## config.mk

```make
export PLATFORM = sky130hd
export DESIGN_NAME = bcd_pipeline_converter_flat
export DESIGN_NICKNAME = d
export VERILOG_FILES = /design/src/rtl/bcd_pipeline_converter_pkg.sv /design/src/rtl/bcd_pipeline_converter_if.sv /design/src/rtl/bcd_pipeline_converter_shift_stage.sv /design/src/rtl/bcd_pipeline_converter.sv /design/src/flat_wrapper.sv
export SDC_FILE = /design/constraint.sdc
export NUM_CORES = 1
export LEC_CHECK = 0
export ABC_AREA = 0
export BUFFER_PORTS_ARGS = -buffer_cell sky130_fd_sc_hd__buf_2
export CAP_MARGIN = 20
export CELL_PAD_IN_SITES_DETAIL_PLACEMENT = 1
export CELL_PAD_IN_SITES_GLOBAL_PLACEMENT = 1
export CORE_MARGIN = 2
export CORE_UTILIZATION = 51
export CTS_CLUSTER_DIAMETER = 120
export CTS_CLUSTER_SIZE = 14
export DETAILED_ROUTE_END_ITERATION = 8
export GPL_ROUTABILITY_DRIVEN = 0
export PLACE_DENSITY = 0.85
export SYNTH_ARGS = -nofsm -noshare
export SYNTH_HDL_FRONTEND = slang
export SYNTH_HIERARCHICAL = 1
export SYNTH_SLANG_ARGS = --single-unit
```

## constraint.sdc

```tcl
create_clock -name clk -period 2.7 [get_ports clk]
set_clock_uncertainty 0.05 [all_clocks]
set_input_delay 0.135 -clock clk [delete_from_list [all_inputs] [get_ports clk]]
set_output_delay 0.135 -clock clk [all_outputs]
set_load 0.1 [all_outputs]
```

## src/rtl/bcd_pipeline_converter_pkg.sv

```systemverilog
// Shared types and helpers for the binary-to-BCD pipeline.
package bcd_pkg;

    typedef logic [3:0] bcd_digit_t;

    localparam bcd_digit_t BLANK_DIGIT = 4'hF;

    // Decimal digits needed to hold any n-bit unsigned value (1233/4096 ~ log10(2)).
    function automatic int bcd_digits_for(input int n);
        return ((n * 1233) >> 12) + 1;
    endfunction

endpackage

```

## src/rtl/bcd_pipeline_converter_if.sv

```systemverilog
// Sample-in / result-out handshake bundle of the BCD converter.
interface bcd_pipeline_converter_if
    import bcd_pkg::*;
#(
    parameter int DATA_IN_BITS = 12,
    parameter int DIGITS       = 4
) ();

    logic                         in_valid;
    logic                         in_ready;
    logic [DATA_IN_BITS-1:0]      data_in;
    logic                         blank_en;
    logic                         out_valid;
    logic                         out_ready;
    bcd_digit_t                   digits_out [DIGITS];
    logic                         sign_out;
    logic                         overflow_out;
    logic [$clog2(DIGITS+1)-1:0]  num_digits_out;

    modport master (
        output in_valid, data_in, blank_en, out_ready,
        input  in_ready, out_valid, digits_out, sign_out, overflow_out, num_digits_out
    );

    modport slave (
        input  in_valid, data_in, blank_en, out_ready,
        output in_ready, out_valid, digits_out, sign_out, overflow_out, num_digits_out
    );

endinterface

```

## src/rtl/bcd_pipeline_converter_shift_stage.sv

```systemverilog
// One double-dabble step: add-3 correction then shift one magnitude bit into the BCD field.
module bcd_shift_stage
    import bcd_pkg::*;
#(
    parameter int DATA_IN_BITS = 12,
    parameter int INT_DIGITS   = 4,
    parameter int STAGE        = 0
) (
    input  logic                         clk,
    input  logic                         rst,
    input  logic                         en,
    input  logic                         vld,
    input  logic                         sign,
    input  logic                         blank,
    input  logic [INT_DIGITS-1:0][3:0]   bcd,
    input  logic [DATA_IN_BITS-1:0]      bin,
    output logic                         vld_q,
    output logic                         sign_q,
    output logic                         blank_q,
    output logic [INT_DIGITS-1:0][3:0]   bcd_q,
    output logic [DATA_IN_BITS-1:0]      bin_q
);

    // STAGE bits have been shifted in so far, so digits above this count are still zero
    // and need no correction logic.
    localparam int NEED   = (STAGE == 0) ? 0 : bcd_digits_for(STAGE);
    localparam int ACTIVE = (NEED > INT_DIGITS) ? INT_DIGITS : NEED;
    localparam int VW     = INT_DIGITS * 4 + DATA_IN_BITS;

    logic [INT_DIGITS-1:0][3:0] adj;
    logic [VW-1:0]              shifted;

    // Correct every digit >= 5, then shift the whole {BCD, remaining bits} vector.
    always_comb begin
        for (int j = 0; j < INT_DIGITS; j++) begin
            if (j < ACTIVE && bcd[j] >= 4'd5) adj[j] = bcd[j] + 4'd3;
            else                              adj[j] = bcd[j];
        end
        shifted = {adj, bin} << 1;
    end

    // Stage register; holds everything, including valid, while the pipe is stalled.
    always_ff @(posedge clk) begin
        if (rst) begin
            vld_q   <= 1'b0;
            sign_q  <= 1'b0;
            blank_q <= 1'b0;
            bcd_q   <= '0;
            bin_q   <= '0;
        end else if (en) begin
            vld_q   <= vld;
            sign_q  <= sign;
            blank_q <= blank;
            bcd_q   <= shifted[VW-1:DATA_IN_BITS];
            bin_q   <= shifted[DATA_IN_BITS-1:0];
        end
    end

endmodule

```

## src/rtl/bcd_pipeline_converter.sv

```systemverilog
// Fully pipelined binary-to-BCD converter: capture, one shift stage per bit, output formatting.
module bcd_pipeline_converter
    import bcd_pkg::*;
#(
    parameter int DATA_IN_BITS = 12,
    parameter int DIGITS       = 4,
    parameter int SIGNED       = 0
) (
    input  logic                    clk,
    input  logic                    rst,
    bcd_pipeline_converter_if.slave bus
);

    localparam int STAGES     = DATA_IN_BITS;
    localparam int INT_DIGITS = bcd_digits_for(DATA_IN_BITS);
    localparam int WD         = (DIGITS > INT_DIGITS) ? DIGITS : INT_DIGITS;
    localparam int NDW        = $clog2(DIGITS + 1);

    logic                        stall;
    logic                        en;
    logic                        neg;
    logic [DATA_IN_BITS-1:0]     mag;
    logic                        s0_vld, s0_sign, s0_blank;
    logic [DATA_IN_BITS-1:0]     s0_mag;

    logic [STAGES:0]             vld_pipe, sign_pipe, blank_pipe;
    logic [DATA_IN_BITS-1:0]     bin_pipe [STAGES+1];
    logic [INT_DIGITS-1:0][3:0]  bcd_pipe [STAGES+1];

    logic [WD-1:0][3:0]          ext;
    logic [DIGITS-1:0][3:0]      dig;
    logic                        ovf;
    logic                        seen;
    logic [NDW-1:0]              nd;
    logic                        unused_tail;

    // The only combinational path: a held result stops the whole pipe and the input.
    assign stall        = bus.out_valid && !bus.out_ready;
    assign en           = !stall;
    assign bus.in_ready = !rst && !stall;

    // Unary minus at full width maps -2^(N-1) onto 2^(N-1) as an unsigned magnitude.
    assign neg = (SIGNED != 0) && bus.data_in[DATA_IN_BITS-1];
    assign mag = neg ? -bus.data_in : bus.data_in;

    // S0 capture of magnitude and sidebands.
    always_ff @(posedge clk) begin
        if (rst) begin
            s0_vld   <= 1'b0;
            s0_sign  <= 1'b0;
            s0_blank <= 1'b0;
            s0_mag   <= '0;
        end else if (en) begin
            s0_vld   <= bus.in_valid;
            s0_sign  <= neg;
            s0_blank <= bus.blank_en;
            s0_mag   <= mag;
        end
    end

    assign vld_pipe[0]   = s0_vld;
    assign sign_pipe[0]  = s0_sign;
    assign blank_pipe[0] = s0_blank;
    assign bin_pipe[0]   = s0_mag;
    assign bcd_pipe[0]   = '0;

    for (genvar k = 0; k < STAGES; k++) begin : g_stage
        bcd_shift_stage #(
            .DATA_IN_BITS (DATA_IN_BITS),
            .INT_DIGITS   (INT_DIGITS),
            .STAGE        (k)
        ) u_stage (
            .clk     (clk),
            .rst     (rst),
            .en      (en),
            .vld     (vld_pipe[k]),
            .sign    (sign_pipe[k]),
            .blank   (blank_pipe[k]),
            .bcd     (bcd_pipe[k]),
            .bin     (bin_pipe[k]),
            .vld_q   (vld_pipe[k+1]),
            .sign_q  (sign_pipe[k+1]),
            .blank_q (blank_pipe[k+1]),
            .bcd_q   (bcd_pipe[k+1]),
            .bin_q   (bin_pipe[k+1])
        );
    end

    // Every magnitude bit has been shifted out by now; the tail is all zeros.
    assign unused_tail = ^bin_pipe[STAGES];

    // Saturate on overflow, count significant digits, blank leading zeros above the top digit.
    always_comb begin
        ext = (WD*4)'(bcd_pipe[STAGES]);
        ovf = 1'b0;
        for (int j = DIGITS; j < WD; j++)
            if (ext[j] != 4'd0) ovf = 1'b1;
        nd = NDW'(1);
        for (int j = 1; j < DIGITS; j++)
            if (ext[j] != 4'd0) nd = NDW'(j + 1);
        seen = 1'b0;
        for (int j = DIGITS - 1; j >= 0; j--) begin
            if (ovf)
                dig[j] = 4'd9;
            else if (blank_pipe[STAGES] && !seen && j != 0 && ext[j] == 4'd0)
                dig[j] = BLANK_DIGIT;
            else
                dig[j] = ext[j];
            if (ext[j] != 4'd0) seen = 1'b1;
        end
        if (ovf) nd = NDW'(DIGITS);
    end

    // Output register; stable while the consumer holds off.
    always_ff @(posedge clk) begin
        if (rst) begin
            bus.out_valid      <= 1'b0;
            bus.sign_out       <= 1'b0;
            bus.overflow_out   <= 1'b0;
            bus.num_digits_out <= '0;
            for (int i = 0; i < DIGITS; i++) bus.digits_out[i] <= '0;
        end else if (en) begin
            bus.out_valid      <= vld_pipe[STAGES];
            bus.sign_out       <= sign_pipe[STAGES];
            bus.overflow_out   <= ovf;
            bus.num_digits_out <= nd;
            for (int i = 0; i < DIGITS; i++) bus.digits_out[i] <= dig[i];
        end
    end

endmodule

```

## src/flat_wrapper.sv

```systemverilog
// flat-port wrapper written by rule: the top's interface ports become plain ports
module bcd_pipeline_converter_flat import bcd_pkg::*;
#(
    parameter int DATA_IN_BITS = 12,
    parameter int DIGITS       = 4,
    parameter int SIGNED       = 0
)
  (clk, rst, bus_in_valid, bus_data_in, bus_blank_en, bus_out_ready, bus_in_ready, bus_out_valid, bus_digits_out, bus_sign_out, bus_overflow_out, bus_num_digits_out);
  bcd_pipeline_converter_if #(.DATA_IN_BITS(DATA_IN_BITS), .DIGITS(DIGITS)) bus_i ();
  input  logic clk;
  input  logic rst;
  input wire logic [$bits(bus_i.in_valid)-1:0] bus_in_valid;
  input wire logic [$bits(bus_i.data_in)-1:0] bus_data_in;
  input wire logic [$bits(bus_i.blank_en)-1:0] bus_blank_en;
  input wire logic [$bits(bus_i.out_ready)-1:0] bus_out_ready;
  output wire logic [$bits(bus_i.in_ready)-1:0] bus_in_ready;
  output wire logic [$bits(bus_i.out_valid)-1:0] bus_out_valid;
  output wire logic [$bits(bus_i.digits_out)-1:0] bus_digits_out;
  output wire logic [$bits(bus_i.sign_out)-1:0] bus_sign_out;
  output wire logic [$bits(bus_i.overflow_out)-1:0] bus_overflow_out;
  output wire logic [$bits(bus_i.num_digits_out)-1:0] bus_num_digits_out;
  assign bus_i.in_valid = bus_in_valid;
  assign bus_i.data_in = bus_data_in;
  assign bus_i.blank_en = bus_blank_en;
  assign bus_i.out_ready = bus_out_ready;
  assign bus_in_ready = bus_i.in_ready;
  assign bus_out_valid = bus_i.out_valid;
  assign bus_digits_out = {>>{bus_i.digits_out}};
  assign bus_sign_out = bus_i.sign_out;
  assign bus_overflow_out = bus_i.overflow_out;
  assign bus_num_digits_out = bus_i.num_digits_out;
  bcd_pipeline_converter #(.DATA_IN_BITS(DATA_IN_BITS), .DIGITS(DIGITS), .SIGNED(SIGNED)) u_core (.clk(clk), .rst(rst), .bus(bus_i));
endmodule
```

======== Yosys cells after proc, flatten, opt, wreduce, memory -nomap -nowiden ========
Index checks and enable logic that the tools add are counted.
storage, ports and cells
  bits in registers ....................... 247
  latch bits .............................. 0
  bits in writable memories ............... 0
  bits in read-only memories .............. 0
  input bits .............................. 17
  output and inout bits ................... 23
  word-level logic and storage cells ...... 184
  memories ................................ 0
cells by class
  $add $sub $neg .......................... 26
  multiply operators ...................... 0
  div/mod/pow operators ................... 0
  order comparisons ....................... 26
  eq/ne operators ......................... 0
  shift operators ......................... 0
  muxes and demuxes ....................... 34
  bitwise operators ....................... 0
  reduce and logical (&&, ||, !) cells .... 18
operators with widths
  kind                                                                   number
  4-bit 2-to-1 mux                                                       27
  4-bit by 3-bit >= comparator with 1-bit output, second input constant  22
  4-bit by 2-bit adder with 4-bit output, second input constant          21
  4-bit zero test                                                        3
  4-bit nonzero test                                                     3
  3-bit >= comparator, second input constant                             3
  3-bit 2-to-1 mux                                                       3
  3-bit by 2-bit adder with 4-bit output, second input constant          2
  1-bit logical AND                                                      7
  3-bit by 2-bit adder with 3-bit output, second input constant          2
  1-bit zero test                                                        5
  2-bit 2-to-1 mux                                                       2
  1-bit by 2-bit adder with 3-bit output, second input constant          1
  1-bit by 3-bit >= comparator with 1-bit output, second input constant  1
  1-bit 2-to-1 mux                                                       2

======== Logic depth before layout (Yosys ltp) ========
Gate-level depths: netlist of the first run.
  depth in word-level cells ............... 7
  mapped depth ............................ 8
  mapped depth without buffers ............ 5

======== Hierarchy ========
Netlist of the first run, hierarchy kept.
by module, submodules not included
  module                                             times used  cells an instance  area each (µm²)  sequential area each (µm²)
  bcd_shift_stage at u_core.g_stage[7].u_stage ...   3           149                1408.9           600.6
  bcd_shift_stage at u_core.g_stage[4].u_stage ...   3           131                1287.5           600.6
  bcd_shift_stage at u_core.g_stage[1].u_stage ...   3           115                1186.1           600.6
  bcd_shift_stage at u_core.g_stage[10].u_stage ...  2           165                1552.7           600.6
  bcd_pipeline_converter                             1           162                1356.3           700.7
  bcd_shift_stage at u_core.g_stage[0].u_stage       1           99                 1107.3           600.6

======== Least setup slack after synthesis of the first run ========
OpenSTA, ideal clock, no wires.
  kind .................................... register -> output
  start point ............................. reg u_core.bus.out_valid
  end point ............................... out bus_in_ready
  arrival time ............................ 2.517 ns
  data required time ...................... 2.515 ns
  path slack .............................. -0.002 ns
  cell stages (with the launch flop) ...... 5
  path buffers ............................ 2
  cell sequence ........................... dfxtp_1 > nor2b_1 > buf_2 > buf_1 > nor2_1
on the way
  word-level cells in the longest chain between the ends .. 3
ends and longest elaborated chain
  element                   line                             source
  start: declaration        bcd_pipeline_converter_if.sv:27  output in_ready, out_valid, digits_out, sign_out, overflow_out, num_digits_out
  start signal: assignment  bcd_pipeline_converter.sv:123    bus.out_valid <= vld_pipe[STAGES];
  1-bit logical AND         bcd_pipeline_converter.sv:38     assign stall = bus.out_valid && !bus.out_ready;
  1-bit zero test           bcd_pipeline_converter.sv:40     assign bus.in_ready = !rst && !stall;
  1-bit logical AND         bcd_pipeline_converter.sv:40
  end: declaration          flat_wrapper.sv:16               output wire logic [$bits(bus_i.in_ready)-1:0] bus_in_ready;
Every way passes these cells.

======== Final worst setup path of the first run ========
Same ends and word-level chain as after synthesis.

==> out/metrics.sh, run 1 <==
STD_CELL_ROWS=59
FINAL_ANTENNA_NET_COUNT=0
FLOORPLAN.DIE_AREA_UM2=27400
CP_DATA_ARRIVAL_TIME_NS=1.95
DIEWIDTH_UM=166
TIMING.MAX_CAP.VIOLATIONS=0
INITIAL_CORE_UTIL_PCT=51.6
NETLIST_INSTANCES=1419
TIMING.CRITICAL_PATH.CELLS='nor2b_2 > buf_4 > nor2_2 > buf_2'
STATUS='completed'
DETAIL_ROUTE.VIAS_PER_CELL=5.80
GRT_ANTENNA_BEFORE_REPAIR=0
CLOCK_SINKS=284
PERIOD_SHARE_PCT=79.0
POSTCTSSETUPREPAIRBUFS=0
POST_SYNTHESIS_CELL_AREA_UM2=13300
TRACK_USAGE_PCT=23.3
YS_WARN_COUNT=6
CTS.CLK_SLEW.WORST_PATHS_NS=0.07
GRT-OVFL-TOTAL=0
SETUP_VIOL=0
TOTALNEGATIVESETUPSLACK_NS=0
TIMING.MAX_SLEW.REL_SLACK_PCT=55.1
WL_PER_CELL_UM=18.6
DIE_Y_UM=166
FIRST_GLOBAL_VIAS=10830
CRITPATHLAUNCHTYPE='flip-flop'
FINAL_PERIOD_MINUS_WORST_SETUP_SLACK_NS=2.13
FLOORPLAN.IO_PINS=40
FIN_NETS=1490
CPPEAKSTAGEDELAY_NS=0.43
CRITICAL_PATH.SLOWEST_CELL='buf_4'
MAX_TRANSITION_VIOLS_FINAL=0
CORE_UM2=25800
RSZ_0062_RAISED_AFTER_GLOBAL_ROUTING='no'
CRITPATHKIND='flip-flop to primary output'
WORST-PATH-MAX-FANOUT=35
POST_SYNTH.CELL_AREA_AVG_UM2=9.40
WIRE_LENGTH_OF_THE_FIRST_GLOBAL_ROUTING_PASS_UM=55000
DRT_ITER0_MARKERS=527
FINAL-HOLD-VIOLATION-COUNT=0
SETUP.WORST_PATH.END_CLASS='primary output'
FIN_WS_NS=0.566
WORST_HOLD_PATH_TYPE='input port to flip-flop'
PIN_COUNT_OF_THE_BIGGEST_NET_ENTERING_GLOBAL_ROUTING=92
CTS-BUFFERS-INSERTED=24
POST_CTS_HOLD_FIX_BUFS=15
TRITONCTS='yes'
VIAS=10189
VDD.IR_DROP.WORST_V=0.000498
NUMBER_OF_DRC_VIOLATIONS_AFTER_DETAILED_ROUTING=0
POST-PLACE-WS_NS=0.804
DETAILED_PLACE_HPWL_UM=19700
WIRELENGTH_UM=32600
POWER_PER_CELL_AREA_nW_PER_UM2=546
HTREE_NUM_LEVELS=1
DRIVE_ABOVE_1_SHARE_PCT=8.09
LEAKAGEPOWER_nW=6.55
WORST_PIN_SLEW_NS=0.669
COUNT_OF_CELLS_RESIZED_BY_POST_CTS_REPAIR=0
BUFFER_PORTS.INSERTED=38
CLOCK_INSERTION_DELAY_WORST_SKEW_NS=0.54
CLOCK_PATH_BUFFERS=3
DETAILED_ROUTING_ITERATIONS_PASS_1=5
MAX_CLOCK_FREQ_GHz=0.469
LAYOUT_OVERHEAD_ON_THE_SYNTHESIZED_AREA_PCT=7.29
REQUIRED_NS=2.52
N_ANTENNA_CELL=0
CTSROOTBUFFERMASTER='clkbuf_16'
## area by class of cell
type	count	area [um^2]
fillers	2940	11500
multi-input cells	967	6720
flip-flops and latches	284	5690
clock buffers	24	601
repair buffers	76	586
well taps	335	419
inverters	68	263
clock inverters	2	27.5
## through the flow
step / hold WS (ns) / area (um^2) / utilization (%) / total power [W] / instances
final: 0.131 / 14300 / 55.4 / 0.00781 / 1756
after floorplan: 0.225 / 13400 / - / 0.00464 / 1426
after global placement: 0.336 / 13500 / 52.3 / 0.00471 / 1715
after CTS: 0.108 / 14300 / 55.4 / 0.00783 / 1756
after global routing: 0.146 / 14300 / 55.4 / 0.00807 / 1756
after detailed placement: 0.347 / 13500 / 52.3 / 0.00474 / 1715
## critical path: cells and delay by family (launching register included)
kind,cells,cell delay (ns)
buffers and inverters,2,0.74
flip-flops,1,0.33
AND/OR/NAND/NOR,2,0.34
## final timing paths
| check | startpoint | to | slack (ns) | depth (start not counted) |
|---|---|---|---|---|
| max | u_core/bus.out_valid$_SDFFE_PP0N_ | bus_in_ready | 0.57 | 4 |
| min reg2reg | u_core/bus.digits_out[13]$_SDFFE_PP0N_ | u_core/bus.digits_out[13]$_SDFFE_PP0N_ | 0.41 | 2 |
| min | bus_out_ready | u_core/g_stage[1].u_stage/bcd_q[3]$_SDFFE_PP0P_ | 0.13 | 4 |
| max reg2reg | u_core/bus.out_valid$_SDFFE_PP0N_ | u_core/g_stage[0].u_stage/bin_q[4]$_SDFFE_PP0P_ | 0.73 | 5 |
## sequential cells by signal, summed over array words and instances, names as in the netlist
name	cells
u_core/bus.digits_out	16
u_core/bus.num_digits_out	3
u_core/bus.out_valid	1
u_core/bus.sign_out	1
u_core/g_stage.u_stage/bcd_q	147
u_core/g_stage.u_stage/bin_q	66
u_core/g_stage.u_stage/blank_q	12
u_core/g_stage.u_stage/sign_q	12
u_core/g_stage.u_stage/vld_q	12
u_core/s0_blank	1
u_core/s0_mag	12
u_core/s0_vld	1
## layer usage
metal	part of all wire (%)	wire [um]	GRT usage, %	vias up
met5	0	0	0	-
met2	52	16900	44.0	120
met4	3.0	984	7.33	0
li1	-	-	-	4975
met1	43	14100	27.3	5027
met3	2.1	670	2.65	67
## report_power, final
group | leakage [nW] | switching, W | internal [W]
sequential | 2.30 | 0.0000670 | 0.00425
clock | 0.309 | 0.00154 | 0.00159
combinational | 3.94 | 0.000223 | 0.000132
## layout by cell type (no fill, tap or decap), types with 21 or more instances in the layout
cell / instances
nand2_1: 113
mux2i_1: 147
inv_1: 58
a2111o_1: 34
dfxtp_1: 284
a211oi_1: 32
clkbuf_16: 24
nor2_1: 192
o21ai_0: 21
nor3b_1: 29
a21oi_1: 67
nand2b_1: 53
o221ai_1: 28
buf_2: 37
ha_1: 52
(Power assumes the default switching activity.)
==> run 2, diff against run 1 <==
--- a/config.mk
+++ b/config.mk
@@ -5,18 +5,18 @@
 export SDC_FILE = /design/constraint.sdc
 export NUM_CORES = 1
 export LEC_CHECK = 0
-export ABC_AREA = 0
+export ABC_AREA = 1
 export BUFFER_PORTS_ARGS = -buffer_cell sky130_fd_sc_hd__buf_2
 export CAP_MARGIN = 20
 export CELL_PAD_IN_SITES_DETAIL_PLACEMENT = 1
 export CELL_PAD_IN_SITES_GLOBAL_PLACEMENT = 1
 export CORE_MARGIN = 2
-export CORE_UTILIZATION = 51
+export CORE_UTILIZATION = 47
 export CTS_CLUSTER_DIAMETER = 120
 export CTS_CLUSTER_SIZE = 14
 export DETAILED_ROUTE_END_ITERATION = 8
 export GPL_ROUTABILITY_DRIVEN = 0
-export PLACE_DENSITY = 0.85
+export PLACE_DENSITY = 0.84
 export SYNTH_ARGS = -nofsm -noshare
 export SYNTH_HDL_FRONTEND = slang
 export SYNTH_HIERARCHICAL = 1
==> constraint.sdc (replaced) <==
create_clock -name clk -period 2 [get_ports clk]
set_clock_uncertainty 0.05 [all_clocks]
set_input_delay 0.1 -clock clk [delete_from_list [all_inputs] [get_ports clk]]
set_output_delay 0.1 -clock clk [all_outputs]
set_load 0.1 [all_outputs]
==> out/metrics.sh, run 2 <==
WORSTPATHBUFFERINVERTERCOUNT=3  # was 2
MAXUSEDROUTINGLAYER='met4'  # unchanged
TIMING.MAX_CAP.VIOLATIONS=0  # unchanged
GRT_ANTENNA_BEFORE_REPAIR=2  # was 0
ENDPOINT='bus_in_ready'  # unchanged
HTREE_NUM_LEVELS=1  # unchanged
YS_WARN_COUNT=6  # unchanged
POSTCTSSETUPREPAIRBUFS=0  # unchanged
MAX_CLOCK_FREQ_GHz=0.536
NETLIST_INSTANCES=2062  # was 1,419
POST-PLACE-WS_NS=0.389  # was 0.804 ns
STD_CELL_ROWS=63  # was 59
RSZ_0062_RAISED_AFTER_GLOBAL_ROUTING='no'  # unchanged
DETAIL_ROUTE.VIAS_PER_CELL=5.00  # was 5.80
FIRST_GLOBAL_VIAS=12726  # was 10,830
REQUIRED_NS=1.85  # was 2.52 ns
PERIOD_SHARE_PCT=93.2
GRT-OVFL-TOTAL=0  # unchanged
M1WIRELENGTH_UM=15600  # was 14,100 um
WIRE_LENGTH_OF_THE_FIRST_GLOBAL_ROUTING_PASS_UM=59100  # was 55,000 um
VIAS=12271  # was 10,189
TRITONCTS='yes'  # unchanged
WIRELENGTH_UM=34200  # was 32,600 um
TIMING.REG2REG.WORST_PATH_DEPTH=7  # was 5
LAYOUT_TOP_REGISTERS='u_core/g_stage.u_stage/bcd_q (147), u_core/g_stage.u_stage/bin_q (66), u_core/bus.digits_out (16)'  # unchanged
CLOCK_INSERTION_DELAY_WORST_SKEW_NS=0.53  # was 0.54 ns
POST-ROUTE-CELL-AREA_UM2=15000  # was 14,300 um^2
WORST_R2R_STARTPOINT='u_core/bus.out_valid$_SDFFE_PP0N_'  # unchanged
LAYOUT_COMMON_CELLS='456 x nor2_1, 446 x nand2_1, 283 x dfxtp_1'  # was 284 x dfxtp_1, 192 x nor2_1, 147 x mux2i_1
DIEWIDTH_UM=178  # was 166 um
MAX_TRANSITION_VIOLS_FINAL=0  # unchanged
FIN_WS_NS=0.136  # was 0.566 ns
SETUP_VIOL=0  # unchanged
DETAILED_PLACE_HPWL_UM=23500  # was 19,700 um
DETAILED_ROUTING_ITERATIONS_PASS_1=4  # was 5
WORSTSETUPPATHDEPTH=5  # was 4
STATUS='completed'  # unchanged
CLOCK_PATH_BUFFERS=3  # unchanged
TIMING.RR.END='u_core/g_stage[6].u_stage/bcd_q[3]$_SDFFE_PP0P_'  # was u_core/g_stage[0].u_stage/bin_q[4]$_SDFFE_PP0P_
CTS.CLK_SLEW.WORST_PATHS_NS=0.07  # about the same
DRIVE_ABOVE_1_SHARE_PCT=10.9  # was 8.09%
CRITICAL_PATH.SLOWEST_CELL='dfxtp_4'  # was buf_4
CP_DATA_ARRIVAL_TIME_NS=1.71  # was 1.95 ns
TIMING.CRITICAL_PATH.CELLS='inv_1 > nor2_4 > buf_6 > nor2_2 > clkbuf_4'  # was nor2b_2 > buf_4 > nor2_2 > buf_2
CTSROOTBUFFERMASTER='clkbuf_16'  # unchanged
WHS_PATH_CELLS=5  # was 4
WORST_HOLD_PATH_TYPE='input port to flip-flop'  # unchanged
CORE_UM2=29600  # was 25,800 um^2
FINAL-HOLD-VIOLATION-COUNT=0  # unchanged
WL_PER_CELL_UM=13.9  # was 18.6 um
FINAL_ANTENNA_NET_COUNT=0  # unchanged
TIMING.MAX_SLEW.REL_SLACK_PCT=66.6  # was 55.1%
LAYOUT_OVERHEAD_ON_THE_SYNTHESIZED_AREA_PCT=5.75  # was 7.29%
VDD.IR_DROP.WORST_V=0.000570  # was 0.000498 V
DIE_Y_UM=178  # was 166 um
PLACEMENT_CELL_AREA_UM2=14200  # was 13,500 um^2
LEAKAGEPOWER_nW=7.09  # was 6.55 nW
P_TOTAL_W=0.0107  # was 0.00781 W
CRITPATHKIND='flip-flop to primary output'  # unchanged
WORST-PATH-MAX-FANOUT=36  # was 35
FLOORPLAN.IO_PINS=40  # unchanged
CTS-BUFFERS-INSERTED=24  # unchanged
POST_SYNTHESIS_CELL_AREA_UM2=14200  # was 13,300 um^2
NUMBER_OF_DRC_VIOLATIONS_AFTER_DETAILED_ROUTING=0  # unchanged
INITIAL_CORE_UTIL_PCT=47.8  # was 51.6%
SETUP.REG_TO_REG.WORST_SLACK_NS=0.34  # was 0.73 ns
TRACK_USAGE_PCT=22.0  # was 23.3%
PIN_COUNT_OF_THE_BIGGEST_NET_ENTERING_GLOBAL_ROUTING=56  # was 92
FINAL_PERIOD_MINUS_WORST_SETUP_SLACK_NS=1.86
POWER_PER_CELL_AREA_nW_PER_UM2=717  # was 546 nW/um^2
TOTALNEGATIVESETUPSLACK_NS=0  # unchanged
ROUTE.MET3.WL_UM=590  # was 670 um
FINAL_CORE_UTILIZATION_PCT=50.5  # was 55.4%
POST_SYNTH.CELL_AREA_AVG_UM2=6.87  # was 9.40 um^2
MAX_FLOP_REGISTER='u_core/g_stage.u_stage/bcd_q'  # unchanged
LAYOUT.CELLS.MOST_COMMON='nor2_1'  # was dfxtp_1
CRITPATHLAUNCHTYPE='flip-flop'  # unchanged
WORST_PIN_SLEW_NS=0.500  # was 0.669 ns
LARGEST_REG_FLOPS=147  # unchanged
CRITPATHLAUNCH='u_core/bus.out_valid$_SDFFE_PP0N_'  # unchanged
FLOORPLAN.DIE_AREA_UM2=31500  # was 27,400 um^2
BUFFER_PORTS.INSERTED=38  # unchanged
DRT_ITER0_MARKERS=470  # was 527
CPPEAKSTAGEDELAY_NS=0.34  # was 0.43 ns
CLOCK_SINKS=284  # unchanged
FIN_NETS=2127  # was 1,490
MET2_WIRELENGTH_UM=17300  # was 16,900 um
SETUP.WORST_PATH.END_CLASS='primary output'  # unchanged
WORST_PATH_DOMINANT_CELL_FAMILY='buffers and inverters'  # unchanged
[run 2: cell types whose count changed in the layout (fill, tap and decap cells not counted), moves of 101 or more]
cell     before  now
nand2_1     113  446
inv_1        58  225
nand3_1       6  107
mux2i_1     147    0
nor2_1      192  456
o21ai_0      21  161
[run 2: stage by stage]
stage	hold WS, ns	cells
finish	0.0682	2453
global route	0.0795	2453
CTS	0.0774	2450
detailed placement	0.312	2407
global placement	0.312	2407
floorplan	0.112	2069
[run 2: per-layer routing]
| layer | GRT usage [%] | up-vias |
|---|---|---|
| met3 | 2.36 | 51 |
| li1 | - | 6276 |
| met5 | 0 | - |
| met4 | 5.23 | 0 |
| met1 | 26.9 | 5865 |
| met2 | 41.0 | 79 |
[run 2: report_power, final]
group          internal (W)  total (W)  switching (W)
clock               0.00219    0.00427        0.00209
combinational      0.000217   0.000629       0.000412
sequential          0.00576    0.00584      0.0000812
total               0.00816     0.0107        0.00258
[run 2: final cells by class]
type	count	area, um^2
flip-flops and latches	284	5690
fillers	3977	14700
clock buffers	26	618
clock inverters	2	25.0
diodes	3	7.51
multi-input cells	1421	6610
inverters	256	998
repair buffers	71	547
well taps	390	488
[run 2: how the worst min path moves through the flow]
stage	start	endpoint	slack, ns
floorplan	rst	u_core/g_stage[1].u_stage/bcd_q[4]$_SDFFE_PP0P_	0.11
finish	bus_out_ready	u_core/bus.num_digits_out[0]$_SDFFE_PP0N_	0.07
global route	bus_out_ready	u_core/bus.num_digits_out[0]$_SDFFE_PP0N_	0.08
global placement	bus_data_in[3]	u_core/s0_mag[3]$_SDFFE_PP0N_	0.31
CTS	bus_out_ready	u_core/s0_mag[4]$_SDFFE_PP0N_	0.08
detailed placement	bus_data_in[10]	u_core/s0_mag[10]$_SDFFE_PP0N_	0.31
[run 2: worst register-to-register path: cells and delay by family (launching register included)]
kind / cells / cell delay (ns)
and+or+nand+nor: 1 / 0.06
buffers and inverters: 4 / 0.88
AOI/OAI and AO/OA: 2 / 0.27
DFF: 1 / 0.34
[run 2: what timing repair did]
item	in CTS	in global routing
hold buffers	15	0
hold endpoints to repair	19	0
setup endpoints to repair	0	1
resized for setup	0	2
